--- config.mk ---
export PLATFORM = sky130hd
export DESIGN_NAME = regfile_read_ctrl_flat
export DESIGN_NICKNAME = d
export VERILOG_FILES = /design/src/rtl/regfile_pkg.sv /design/src/rtl/regfile_read_ctrl_if.sv /design/src/rtl/regfile_bypass.sv /design/src/rtl/regfile_read_ctrl.sv /design/src/flat_wrapper.sv
export SDC_FILE = /design/constraint.sdc
export NUM_CORES = 1
export LEC_CHECK = 0
export BUFFER_PORTS_ARGS = -buffer_cell sky130_fd_sc_hd__buf_2
export CORE_ASPECT_RATIO = 0.7
export CORE_MARGIN = 2
export CORE_UTILIZATION = 40
export DETAILED_ROUTE_END_ITERATION = 7
export GPL_ROUTABILITY_DRIVEN = 0
export PLACE_DENSITY = 0.64
export SLEW_MARGIN = 20
export SYNTH_ARGS = -nofsm -noshare
export SYNTH_HDL_FRONTEND = slang
export SYNTH_HIERARCHICAL = 1
export SYNTH_SLANG_ARGS = --single-unit
export TNS_END_PERCENT = 30
--- constraint.sdc ---
create_clock -name clk -period 5.7 [get_ports clk]
set_input_delay 1.14 -clock clk [delete_from_list [all_inputs] [get_ports clk]]
set_output_delay 1.14 -clock clk [all_outputs]
set_load 0.005 [all_outputs]
--- src/rtl/regfile_pkg.sv ---
// Shared parameters, FSM state encoding and the write-forwarding hit test
// for the register file read controller.
package regfile_pkg;

  localparam int XLEN     = 32;
  localparam int REG_AW   = 5;
  localparam int NUM_REGS = 2 ** REG_AW;

  typedef enum logic [1:0] {
    ST_IDLE,
    ST_FETCH,
    ST_HOLD,
    ST_DUMP
  } state_e;

  // A writeback only forwards to a reader of the same, non-zero index;
  // register 0 is hardwired to zero no matter what gets written to it.
  function automatic logic wb_hit(input logic             en,
                                  input logic [REG_AW-1:0] wreg,
                                  input logic [REG_AW-1:0] idx);
    return en && (wreg == idx) && (idx != '0);
  endfunction

endpackage

--- src/rtl/regfile_read_ctrl_if.sv ---
// Operand-fetch handshake between decode (master) and the read controller
// (slave): request channel with two source indices, response channel with
// both operand values.
interface regfile_read_ctrl_if;
  import regfile_pkg::*;

  logic              req_valid;
  logic              req_ready;
  logic [REG_AW-1:0] req_rs1;
  logic [REG_AW-1:0] req_rs2;
  logic              op_valid;
  logic              op_ready;
  logic [XLEN-1:0]   op_rs1_data;
  logic [XLEN-1:0]   op_rs2_data;

  modport master (
    output req_valid, req_rs1, req_rs2, op_ready,
    input  req_ready, op_valid, op_rs1_data, op_rs2_data
  );

  modport slave (
    input  req_valid, req_rs1, req_rs2, op_ready,
    output req_ready, op_valid, op_rs1_data, op_rs2_data
  );

endinterface

--- src/rtl/regfile_bypass.sv ---
// Per-operand value select: zero register, then a writeback landing this
// cycle, then a writeback remembered from the issue cycle, else the value
// the register file returned.
module regfile_bypass
  import regfile_pkg::*;
(
  input  logic [REG_AW-1:0] idx,
  input  logic              wb_en,
  input  logic [REG_AW-1:0] wb_reg,
  input  logic [XLEN-1:0]   wb_data,
  input  logic              pend_valid,
  input  logic [XLEN-1:0]   pend_data,
  input  logic [XLEN-1:0]   rf_data,
  output logic [XLEN-1:0]   value
);

  // Newest data wins; the registered read cannot see either writeback.
  always_comb begin
    value = rf_data;
    if (idx == '0)
      value = '0;
    else if (wb_hit(wb_en, wb_reg, idx))
      value = wb_data;
    else if (pend_valid)
      value = pend_data;
  end

endmodule

--- src/rtl/regfile_read_ctrl.sv ---
// Operand-fetch controller in front of a block-RAM register file with a
// one-cycle registered read. Issues both reads on request acceptance,
// captures the results with writeback forwarding, holds them on a
// valid/ready handshake, and can stream every register out in dump mode.
module regfile_read_ctrl
  import regfile_pkg::*;
(
  input  logic                clk,
  input  logic                reset,
  regfile_read_ctrl_if.slave  bus,
  input  logic                wb_en,
  input  logic [REG_AW-1:0]   wb_reg,
  input  logic [XLEN-1:0]     wb_data,
  output logic                rf_rd_1_en,
  output logic                rf_rd_2_en,
  output logic [REG_AW-1:0]   rf_read_reg_1,
  output logic [REG_AW-1:0]   rf_read_reg_2,
  output logic                rf_write_en,
  output logic [REG_AW-1:0]   rf_write_reg,
  output logic [XLEN-1:0]     rf_write_data,
  input  logic [XLEN-1:0]     rf_data_out_1,
  input  logic [XLEN-1:0]     rf_data_out_2,
  input  logic                dump_start,
  output logic                dump_busy,
  output logic                dump_valid,
  output logic [REG_AW-1:0]   dump_idx,
  output logic [XLEN-1:0]     dump_data
);

  state_e            state_q;
  logic [REG_AW-1:0] rs1_q, rs2_q;
  logic              pend1_q, pend2_q;
  logic [XLEN-1:0]   pend1_data_q, pend2_data_q;
  logic [XLEN-1:0]   op1_q, op2_q;
  logic [REG_AW-1:0] dump_ptr_q;
  logic              issue_done_q;
  logic              beat_q;
  logic [XLEN-1:0]   byp1, byp2;
  logic              accept;
  logic              dump_issue;

  assign accept     = (state_q == ST_IDLE) && bus.req_valid;
  assign dump_issue = (state_q == ST_DUMP) && !issue_done_q;

  assign bus.req_ready   = (state_q == ST_IDLE);
  assign bus.op_valid    = (state_q == ST_HOLD);
  assign bus.op_rs1_data = op1_q;
  assign bus.op_rs2_data = op2_q;

  assign rf_rd_1_en    = accept || dump_issue;
  assign rf_rd_2_en    = accept;
  assign rf_read_reg_1 = dump_issue ? dump_ptr_q : bus.req_rs1;
  assign rf_read_reg_2 = bus.req_rs2;

  assign rf_write_en   = wb_en;
  assign rf_write_reg  = wb_reg;
  assign rf_write_data = wb_data;

  // The dump beat is the cycle the registered read data arrives, so its
  // value comes straight from the port-1 bypass rather than a register.
  assign dump_busy  = (state_q == ST_DUMP);
  assign dump_valid = beat_q;
  assign dump_idx   = beat_q ? rs1_q : '0;
  assign dump_data  = beat_q ? byp1 : '0;

  regfile_bypass u_byp1 (
    .idx        (rs1_q),
    .wb_en      (wb_en),
    .wb_reg     (wb_reg),
    .wb_data    (wb_data),
    .pend_valid (pend1_q),
    .pend_data  (pend1_data_q),
    .rf_data    (rf_data_out_1),
    .value      (byp1)
  );

  regfile_bypass u_byp2 (
    .idx        (rs2_q),
    .wb_en      (wb_en),
    .wb_reg     (wb_reg),
    .wb_data    (wb_data),
    .pend_valid (pend2_q),
    .pend_data  (pend2_data_q),
    .rf_data    (rf_data_out_2),
    .value      (byp2)
  );

  // Control FSM; in dump mode rs1_q/pend1_q track the index in flight so
  // the fetch-path bypass on port 1 serves the dump stream as well.
  always_ff @(posedge clk or posedge reset) begin
    if (reset) begin
      state_q      <= ST_IDLE;
      rs1_q        <= '0;
      rs2_q        <= '0;
      pend1_q      <= 1'b0;
      pend2_q      <= 1'b0;
      pend1_data_q <= '0;
      pend2_data_q <= '0;
      op1_q        <= '0;
      op2_q        <= '0;
      dump_ptr_q   <= '0;
      issue_done_q <= 1'b0;
      beat_q       <= 1'b0;
    end else begin
      case (state_q)
        ST_IDLE: begin
          if (bus.req_valid) begin
            rs1_q        <= bus.req_rs1;
            rs2_q        <= bus.req_rs2;
            pend1_q      <= wb_hit(wb_en, wb_reg, bus.req_rs1);
            pend2_q      <= wb_hit(wb_en, wb_reg, bus.req_rs2);
            pend1_data_q <= wb_data;
            pend2_data_q <= wb_data;
            state_q      <= ST_FETCH;
          end else if (dump_start) begin
            dump_ptr_q   <= '0;
            issue_done_q <= 1'b0;
            beat_q       <= 1'b0;
            state_q      <= ST_DUMP;
          end
        end
        ST_FETCH: begin
          op1_q   <= byp1;
          op2_q   <= byp2;
          state_q <= ST_HOLD;
        end
        ST_HOLD: begin
          if (wb_hit(wb_en, wb_reg, rs1_q)) op1_q <= wb_data;
          if (wb_hit(wb_en, wb_reg, rs2_q)) op2_q <= wb_data;
          if (bus.op_ready) state_q <= ST_IDLE;
        end
        ST_DUMP: begin
          if (!issue_done_q) begin
            rs1_q        <= dump_ptr_q;
            pend1_q      <= wb_hit(wb_en, wb_reg, dump_ptr_q);
            pend1_data_q <= wb_data;
            beat_q       <= 1'b1;
            if (dump_ptr_q == REG_AW'(NUM_REGS - 1))
              issue_done_q <= 1'b1;
            else
              dump_ptr_q <= dump_ptr_q + 1'b1;
          end else begin
            beat_q  <= 1'b0;
            state_q <= ST_IDLE;
          end
        end
        default: state_q <= ST_IDLE;
      endcase
    end
  end

endmodule

--- src/flat_wrapper.sv ---
// flat-port wrapper written by rule: the top's interface ports become plain ports
module regfile_read_ctrl_flat import regfile_pkg::*;
  (clk, reset, wb_en, wb_reg, wb_data, rf_rd_1_en, rf_rd_2_en, rf_read_reg_1, rf_read_reg_2, rf_write_en, rf_write_reg, rf_write_data, rf_data_out_1, rf_data_out_2, dump_start, dump_busy, dump_valid, dump_idx, dump_data, bus_req_valid, bus_req_rs1, bus_req_rs2, bus_op_ready, bus_req_ready, bus_op_valid, bus_op_rs1_data, bus_op_rs2_data);
  regfile_read_ctrl_if bus_i ();
  input  logic clk;
  input  logic reset;
  input  logic wb_en;
  input  logic [REG_AW-1:0] wb_reg;
  input  logic [XLEN-1:0] wb_data;
  output logic rf_rd_1_en;
  output logic rf_rd_2_en;
  output logic [REG_AW-1:0] rf_read_reg_1;
  output logic [REG_AW-1:0] rf_read_reg_2;
  output logic rf_write_en;
  output logic [REG_AW-1:0] rf_write_reg;
  output logic [XLEN-1:0] rf_write_data;
  input  logic [XLEN-1:0] rf_data_out_1;
  input  logic [XLEN-1:0] rf_data_out_2;
  input  logic dump_start;
  output logic dump_busy;
  output logic dump_valid;
  output logic [REG_AW-1:0] dump_idx;
  output logic [XLEN-1:0] dump_data;
  input wire logic [$bits(bus_i.req_valid)-1:0] bus_req_valid;
  input wire logic [$bits(bus_i.req_rs1)-1:0] bus_req_rs1;
  input wire logic [$bits(bus_i.req_rs2)-1:0] bus_req_rs2;
  input wire logic [$bits(bus_i.op_ready)-1:0] bus_op_ready;
  output wire logic [$bits(bus_i.req_ready)-1:0] bus_req_ready;
  output wire logic [$bits(bus_i.op_valid)-1:0] bus_op_valid;
  output wire logic [$bits(bus_i.op_rs1_data)-1:0] bus_op_rs1_data;
  output wire logic [$bits(bus_i.op_rs2_data)-1:0] bus_op_rs2_data;
  assign bus_i.req_valid = bus_req_valid;
  assign bus_i.req_rs1 = bus_req_rs1;
  assign bus_i.req_rs2 = bus_req_rs2;
  assign bus_i.op_ready = bus_op_ready;
  assign bus_req_ready = bus_i.req_ready;
  assign bus_op_valid = bus_i.op_valid;
  assign bus_op_rs1_data = bus_i.op_rs1_data;
  assign bus_op_rs2_data = bus_i.op_rs2_data;
  regfile_read_ctrl u_core (.clk(clk), .reset(reset), .bus(bus_i), .wb_en(wb_en), .wb_reg(wb_reg), .wb_data(wb_data), .rf_rd_1_en(rf_rd_1_en), .rf_rd_2_en(rf_rd_2_en), .rf_read_reg_1(rf_read_reg_1), .rf_read_reg_2(rf_read_reg_2), .rf_write_en(rf_write_en), .rf_write_reg(rf_write_reg), .rf_write_data(rf_write_data), .rf_data_out_1(rf_data_out_1), .rf_data_out_2(rf_data_out_2), .dump_start(dump_start), .dump_busy(dump_busy), .dump_valid(dump_valid), .dump_idx(dump_idx), .dump_data(dump_data));
endmodule
## After elaboration in Yosys (flattened, before gate mapping)

Index checks and enable logic that the tools add are counted.
Widths: inputs -> output; s select.

- Bits of input ports: 117
- Word-level logic and storage cells: 102
- Bits in registers: 149
- Output and inout bits: 155

- Reduce and logical (&&, ||, !) cells: 31
- Mux-type cells: 39
- Add/sub/neg operators: 1
- Equality and inequality tests: 19

Operators with widths:

| cell | count |
|---|---|
| $mux 32 | 11 |
| $pmux 32 s2 | 3 |
| $mux 5 | 8 |
| $eq 5x5->1 | 5 |
| $reduce_bool 5->1 | 5 |
| $pmux 5 s2 | 2 |
| $logic_and 1x1->1 | 12 |
| $ne 2x2->1 const B | 6 |
| $logic_not 5->1 | 2 |
| $reduce_and 3->1 | 3 |
| $mux 2 | 4 |
| $pmux 2 s4 | 1 |
| $mux 1 | 7 |
| $ne 2x1->1 const B | 3 |
| $pmux 1 s2 | 3 |
| $reduce_and 2->1 | 3 |
| $add 5x1->5 const B | 1 |
| $eq 5x5->1 const B | 1 |
| $reduce_and 5->1 | 1 |
| $eq 2x2->1 const B | 2 |
| $reduce_bool 2->1 | 2 |
| $ne 3x3->1 const B | 1 |
| $eq 2x1->1 const B | 1 |
| $logic_not 2->1 | 1 |
| other kinds (2) | 2 |

## Logic depth before layout (Yosys ltp)

Gate-level depths: netlist of run 1.

- Word-level depth: 6
- Mapped depth: 9
- Gate-level depth less buffers: 7

## Modules after synthesis

Netlist of run 1, hierarchy kept.

By module, submodules not included:

| module | instances | cells each | area an instance (sq um) | seq. area each (sq um) |
|---|---|---|---|---|
| regfile_read_ctrl | 1 | 694 | 7815.0 | 3728.6 |
| regfile_bypass | 2 | 124 | 882.1 | 0.0 |

## Worst setup path after synthesis of run 1

Ideal clock, no wire load.

- Path kind: input to output
- Start: input wb_reg[2]
- End: output dump_data[12]
- Required time: 4560 ps
- Path buffers: 2
- Stages on the path: 7
- Arrival: 2263 ps
- Slack: 2297 ps
- Cells stage by stage: xnor2_1 > nand4_1 > or2_1 > buf_2 > buf_6 > a21oi_1 > and2_1

- Cells in the longest elaborated chain, start to end: 6

RTL lines:

| item | RTL line | source |
|---|---|---|
| from (decl) | flat_wrapper.sv:8 | `input logic [REG_AW-1:0] wb_reg;` |
| $eq 5x5->1 | regfile_pkg.sv:21 | `return en && (wreg == idx) && (idx != '0);` |
| $logic_and 1x1->1 (2 in a row) | regfile_pkg.sv:21 |  |
| $mux 32 | regfile_bypass.sv:22 | `else if (wb_hit(wb_en, wb_reg, idx))` |
| $mux 32 | regfile_bypass.sv:20 | `if (idx == '0)` |
| net u_core.byp1[12] | regfile_read_ctrl.sv:38 | `logic [XLEN-1:0] byp1, byp2;` |
| $mux 32 | regfile_read_ctrl.sv:64 | `assign dump_data = beat_q ? byp1 : '0;` |
| to (decl) | flat_wrapper.sv:23 | `output logic [XLEN-1:0] dump_data;` |

The timed path passes the listed nets, and every way through them passes these cells.

## Final worst setup path of run 1

- Start: input wb_reg[4]
- End: output dump_data[23]

Same word-level chain as after synthesis.

==> results of run 1 <==
[synthesized netlist by cell type (3+ instances only)]
cell	number
mux2_4	60
ha_1	7
buf_6	13
nand3_1	4
o21ai_0	76
xor2_1	16
buf_1	5
mux2i_1	69
nor3_1	7
xnor2_1	15
o31ai_1	65
nand2_1	50
inv_1	77
buf_2	12
dfrtp_1	149
and2_1	37
nor2_1	12
clkbuf_1	39
buf_4	46
o21ai_1	3
a21oi_1	72
nor4_1	4
nand4_1	3
mux2_2	74
[flip-flops by register name, indices dropped and copies added (netlist names), 2 cells and up]
signal	flops
u_core/pend2_data_q	32
u_core/bus.op_rs1_data	32
u_core/state_q	2
u_core/rs2_q	5
u_core/pend1_data_q	32
u_core/bus.op_rs2_data	32
u_core/dump_ptr_q	5
u_core/rs1_q	5
[cells by family (layout without fill, tap and decap cells)]
kind of cell,after synthesis,in the layout,share of synthesized area [%]
adder cells (fa/ha/maj),7,7,0.914
flip-flops,149,149,38.9
multiplexers,205,205,25.5
AO/OA/AOI/OAI,227,227,14.4
AND/OR/NAND/NOR,131,131,6.92
buffers and inverters,192,395,10.5
XOR/XNOR,31,31,2.83
[power groups by stage]
stage,clock [mW],combinational [mW],sequential (mW)
CTS,1.26,3.23,2.01
floorplan,0,2.36,1.90
global route,1.31,3.50,2.08
global placement,0,3.15,2.01
finish,1.24,3.20,2.01
detailed placement,0,3.22,2.01
[per-stage QoR]
step	hold slack [ns]	setup WS, ns
floorplan	0.443	0.552
global placement	0.472	1.35
detailed placement	0.477	1.28
CTS	0.490	1.28
global route	0.516	1.12
finish	0.487	1.27
[how the worst max path moves through the flow]
stage,endpoint,cells after the start
final,dump_data[23],8
after floorplan,u_core/bus.op_rs1_data[0],1
after CTS,dump_data[21],8
after global routing,dump_data[25],8
after global placement,dump_data[0],8
after detailed placement,dump_data[21],8
[critical path: stages]
cell and delay (ns):
buf_2 0.18, xnor2_1 0.15, nand4_1 0.10, buf_4 0.38, or2_2 0.79, a21oi_1 0.20
and2_1 0.21, buf_2 0.12
[metal layers]
metal / vias up / part of all wire [%] / global-route usage, %
met5: - / 0.13 / 0
met4: 6 / 1.1 / 4.64
met3: 26 / 6.6 / 5.11
met2: 278 / 43 / 33.8
met1: 3714 / 49 / 34.7
li1: 3620 / - / -
[layout make-up]
| type | instances | area (sq um) | area share (%) |
|---|---|---|---|
| multi-input cells | 601 | 4860 | 42.7 |
| flip-flops and latches | 149 | 3730 | 32.8 |
| repair buffers | 286 | 1470 | 12.9 |
| clock buffers | 21 | 450 | 3.95 |
| well taps | 318 | 398 | 3.49 |
| inverters | 77 | 294 | 2.58 |
| clock inverters | 11 | 183 | 1.60 |
==> results.cfg, run 1 <==
[detailed_routing]
drc_errors = 0
drt_iter0_markers = 403
vias = 7644
first_pass_iters = 4
drt-total-wl_um = 28900
wire_per_inst_um = 19.8
vias_per_cell = 5.22
ant_nets = 0

[finish]
nFillCells = 2251
fin_nets = 1256
syn2layout_area_growth_pct = 18.9
final_cell_mix = buf_2 (271), dfrtp_1 (147), inv_1 (76), o21ai_0 (76), mux2_2 (74)
instances_no_fill = 1463
drive_above_1_share_pct = 40.5
final_common_cell = buf_2
final_util_pct = 48.3
final_area_sq_um = 11400
antenna_cells = 0

[critical_path]
rr_worst_depth = 8
r2r-start = u_core/state_q[0]
rr_endpoint = u_core/bus.op_rs1_data[13]
required_ns = 4.56
start_kind = primary input
worst-r2r-setup-slack_ns = 2.47
cp-startpoint = wb_reg[4]
crit_fanout = 33
path_class = in -> out
worstPathArrival_ns = 3.29
endpoint_kind = output pin

[yosys]
ys.flop_type = dfrtp_1
ys_ff_latch = 149
synth_async_sr_flop_share_pct = 100
syn_avg_cell_area_sq_um = 10.2
syn-cell-area_sq_um = 9580
synth_area_leaders = dfrtp_1 (39%), mux2_4 (9.4%), mux2_2 (8.7%)
synth.top_cell.area_share_pct = 38.9
netlist.top_cell.by_area = dfrtp_1
yosysWarnings = 6
yosysUniqueCellTypes = 43
ys_seq_area_share_pct = 38.9
synth_nets = 1066
synth_edf_count = 0
synthCells = 942

[pwr]
pwr-share-seq_pct = 31.2
vdd_drop_max_mv = 0.220
leakage_nw = 5.58
internal_power_mw = 4.00
combinationalPowerShare_pct = 49.7
switchingPower_mw = 2.45
power.density_nw_per_um2 = 566
swShare_pct = 37.9
clock_power_share_pct = 19.2
p_total_mw = 6.45

[placement]
port_buffers = 271
placed_cells = 1431
placed_area_sq_um = 10800
hpwl_um = 19700

[cts]
cts-root-buf = clkbuf_16
h-tree-depth = 4
clk_pin_slew_worst_paths_ns = 0.06
post-cts-setup-buffer-count = 0
cts_tree = built
cts_hold_buf = 0
clock_sinks = 149
clockBufferDepth = 2
insertion_delay_ns = 0.43
cts_resized = 0
cts_buffers = 17

[flow_run]
cap_violations = 0

[sta]
tightestPinTransition_ns = 1.13
drv_slew = 0
max_freq_ghz = 0.226
final.min_clock_period_ns = 4.43
hold_viol_final = 0
fin_crit_sh_pct = 77.7
rsz0062_at_grt = no
setup_violations = 0
finalClockSkew_ns = 0.00819
fin_tns_setup_ns = 0
slew_headroom_pct = 24.4

[min_path]
worstHoldStart = u_core/pend1_data_q[18]
hold_depth = 1
hold_path_end = u_core/pend1_data_q[18]
hold_path_class = reg -> reg

[global_route]
grt_pass1_vias = 7399
grt_pass1_wl_um = 44500
antenna_found_initial = 3
grt_max_degree = 68
grt_overflow = 0
grtUsageTotal_pct = 23.0

[die]
start_util_pct = 40.6
rows = 47
pin_count = 272
die_x_um = 189
dieArea_sq_um = 25200
die_y_um = 133
core_sq_um = 23600

[outcome]
outcome = completed
Power figures use the tool's default switching activity.
==> run 2: changes to the inputs <==
PLACE_DENSITY = 0.66   (was 0.64)
clock period = 3.8 ns   (was 5.7 ns; I/O delays follow)
==> results.cfg, run 2 (synthesis results as in run 1) <==
[global_route]
grt_pass1_wl_um = 44400
antenna_found_initial = 2
use_met2_pct = 35.7
grt_overflow = 0
use_met3_pct = 5.82
grt_busiest_layer = met2
grt.met1_usage_pct = 32.7
grt_max_degree = 73
grt_pass1_vias = 7474
grtUsageTotal_pct = 23.2

[critical_path]
worstPathArrival_ns = 2.46
crit_end = dump_data[23]
path_class = reg -> out
endpoint_kind = output pin
start_kind = flip-flop
rr_worst_depth = 5
rr_endpoint = u_core/state_q[1]
crit_fanout = 12
worst-r2r-setup-slack_ns = 1.44
required_ns = 3.04
r2r-start = u_core/state_q[1]
cp-startpoint = u_core/rs1_q[1]

[sta]
tightestPinTransition_ns = 1.14
fin_crit_sh_pct = 84.7
drv_slew = 0
fin_tns_setup_ns = 0
rsz0062_at_grt = no
final.min_clock_period_ns = 3.22
setup_slack_ns = 0.580
max_freq_ghz = 0.311
timing.hold.ws_ns = 0.437
finalClockSkew_ns = 0.00990
slew_headroom_pct = 24.1
setup_violations = 0
hold_viol_final = 0

[die]
rows = 47
dieArea_sq_um = 25200
start_util_pct = 40.6
die_x_um = 189
die_y_um = 133
core_sq_um = 23600
pin_count = 272

[finish]
fin_nets = 1264
final_cell_mix = buf_2 (271), dfrtp_1 (147), inv_1 (76), o21ai_0 (76), mux2_2 (74)
final_util_pct = 48.8
final_common_cell = buf_2
syn2layout_area_growth_pct = 20.1
final_area_sq_um = 11500
instances_no_fill = 1473
drive_above_1_share_pct = 40.9

[detailed_routing]
vias_per_cell = 5.25
wire_per_inst_um = 19.9
drc_errors = 0
first_pass_iters = 5
drt_iter0_markers = 603
ant_nets = 0
vias = 7731
drt-total-wl_um = 29300

[pwr]
power.density_nw_per_um2 = 844
leakage_nw = 5.63
p_total_mw = 9.71
vdd_drop_max_mv = 0.500

[placement]
port_buffers = 271
placed_area_sq_um = 10900
dp_slack_ns = 0.710
placed_cells = 1439
hpwl_um = 19600

[cts]
clk_pin_slew_worst_paths_ns = 0.06
cts_hold_buf = 0
clock_sinks = 149
h-tree-depth = 4
cts_buffers = 17
cts-root-buf = clkbuf_16
clockBufferDepth = 2
cts_resized = 0
cts_tree = built
insertion_delay_ns = 0.43
post-cts-setup-buffer-count = 0

[flow_run]
cap_violations = 0

[min_path]
hold_path_class = in -> async

[outcome]
outcome = completed
## run 2: cell type report
cell class	count	area (sq um)
timing repair buffer	294	1580
tap	318	398
fill	2240	12100
clock inverter	7	118
multi-input combinational	601	4860
inverter	77	293
sequential	149	3730
antenna	2	5.00
clock buffer	25	515
## run 2: worst min path at each step
stage	from	endpoint	slack (ns)
finish	reset	u_core/bus.op_rs1_data[4]	0.44
global route	reset	u_core/bus.op_rs1_data[2]	0.47
global placement	u_core/pend1_data_q[18]	u_core/pend1_data_q[18]	0.47
floorplan	u_core/pend2_q	u_core/pend2_q	0.44
detailed placement	u_core/pend1_data_q[19]	u_core/pend1_data_q[19]	0.48
CTS	reset	u_core/bus.op_rs1_data[1]	0.44
## run 2: worst max-delay path, cell delays in order (launching register included)
cell     delay (ns)
dfrtp_1        0.48
nor3_1         0.10
nand2_1        0.49
buf_4          0.34
o31ai_1        0.10
a21oi_1        0.26
and2_1         0.16
buf_2          0.10
## run 2: metal layers
| metal | vias up | share of wire [%] |
|---|---|---|
| li1 | 3630 | - |
| met1 | 3762 | 46 |
| met2 | 315 | 45 |
| met3 | 22 | 8.3 |
| met4 | 2 | 0.95 |
| met5 | - | 0.024 |
## run 2: report_power, final
group | switching, mW | total, mW | internal, mW | leakage (nW)
Combinational | 2.44 | 4.89 | 2.46 | 3.54
Sequential | 0.589 | 2.99 | 2.41 | 1.78
Clock | 0.682 | 1.82 | 1.14 | 0.302
Total | 3.71 | 9.71 | 6.00 | 5.63
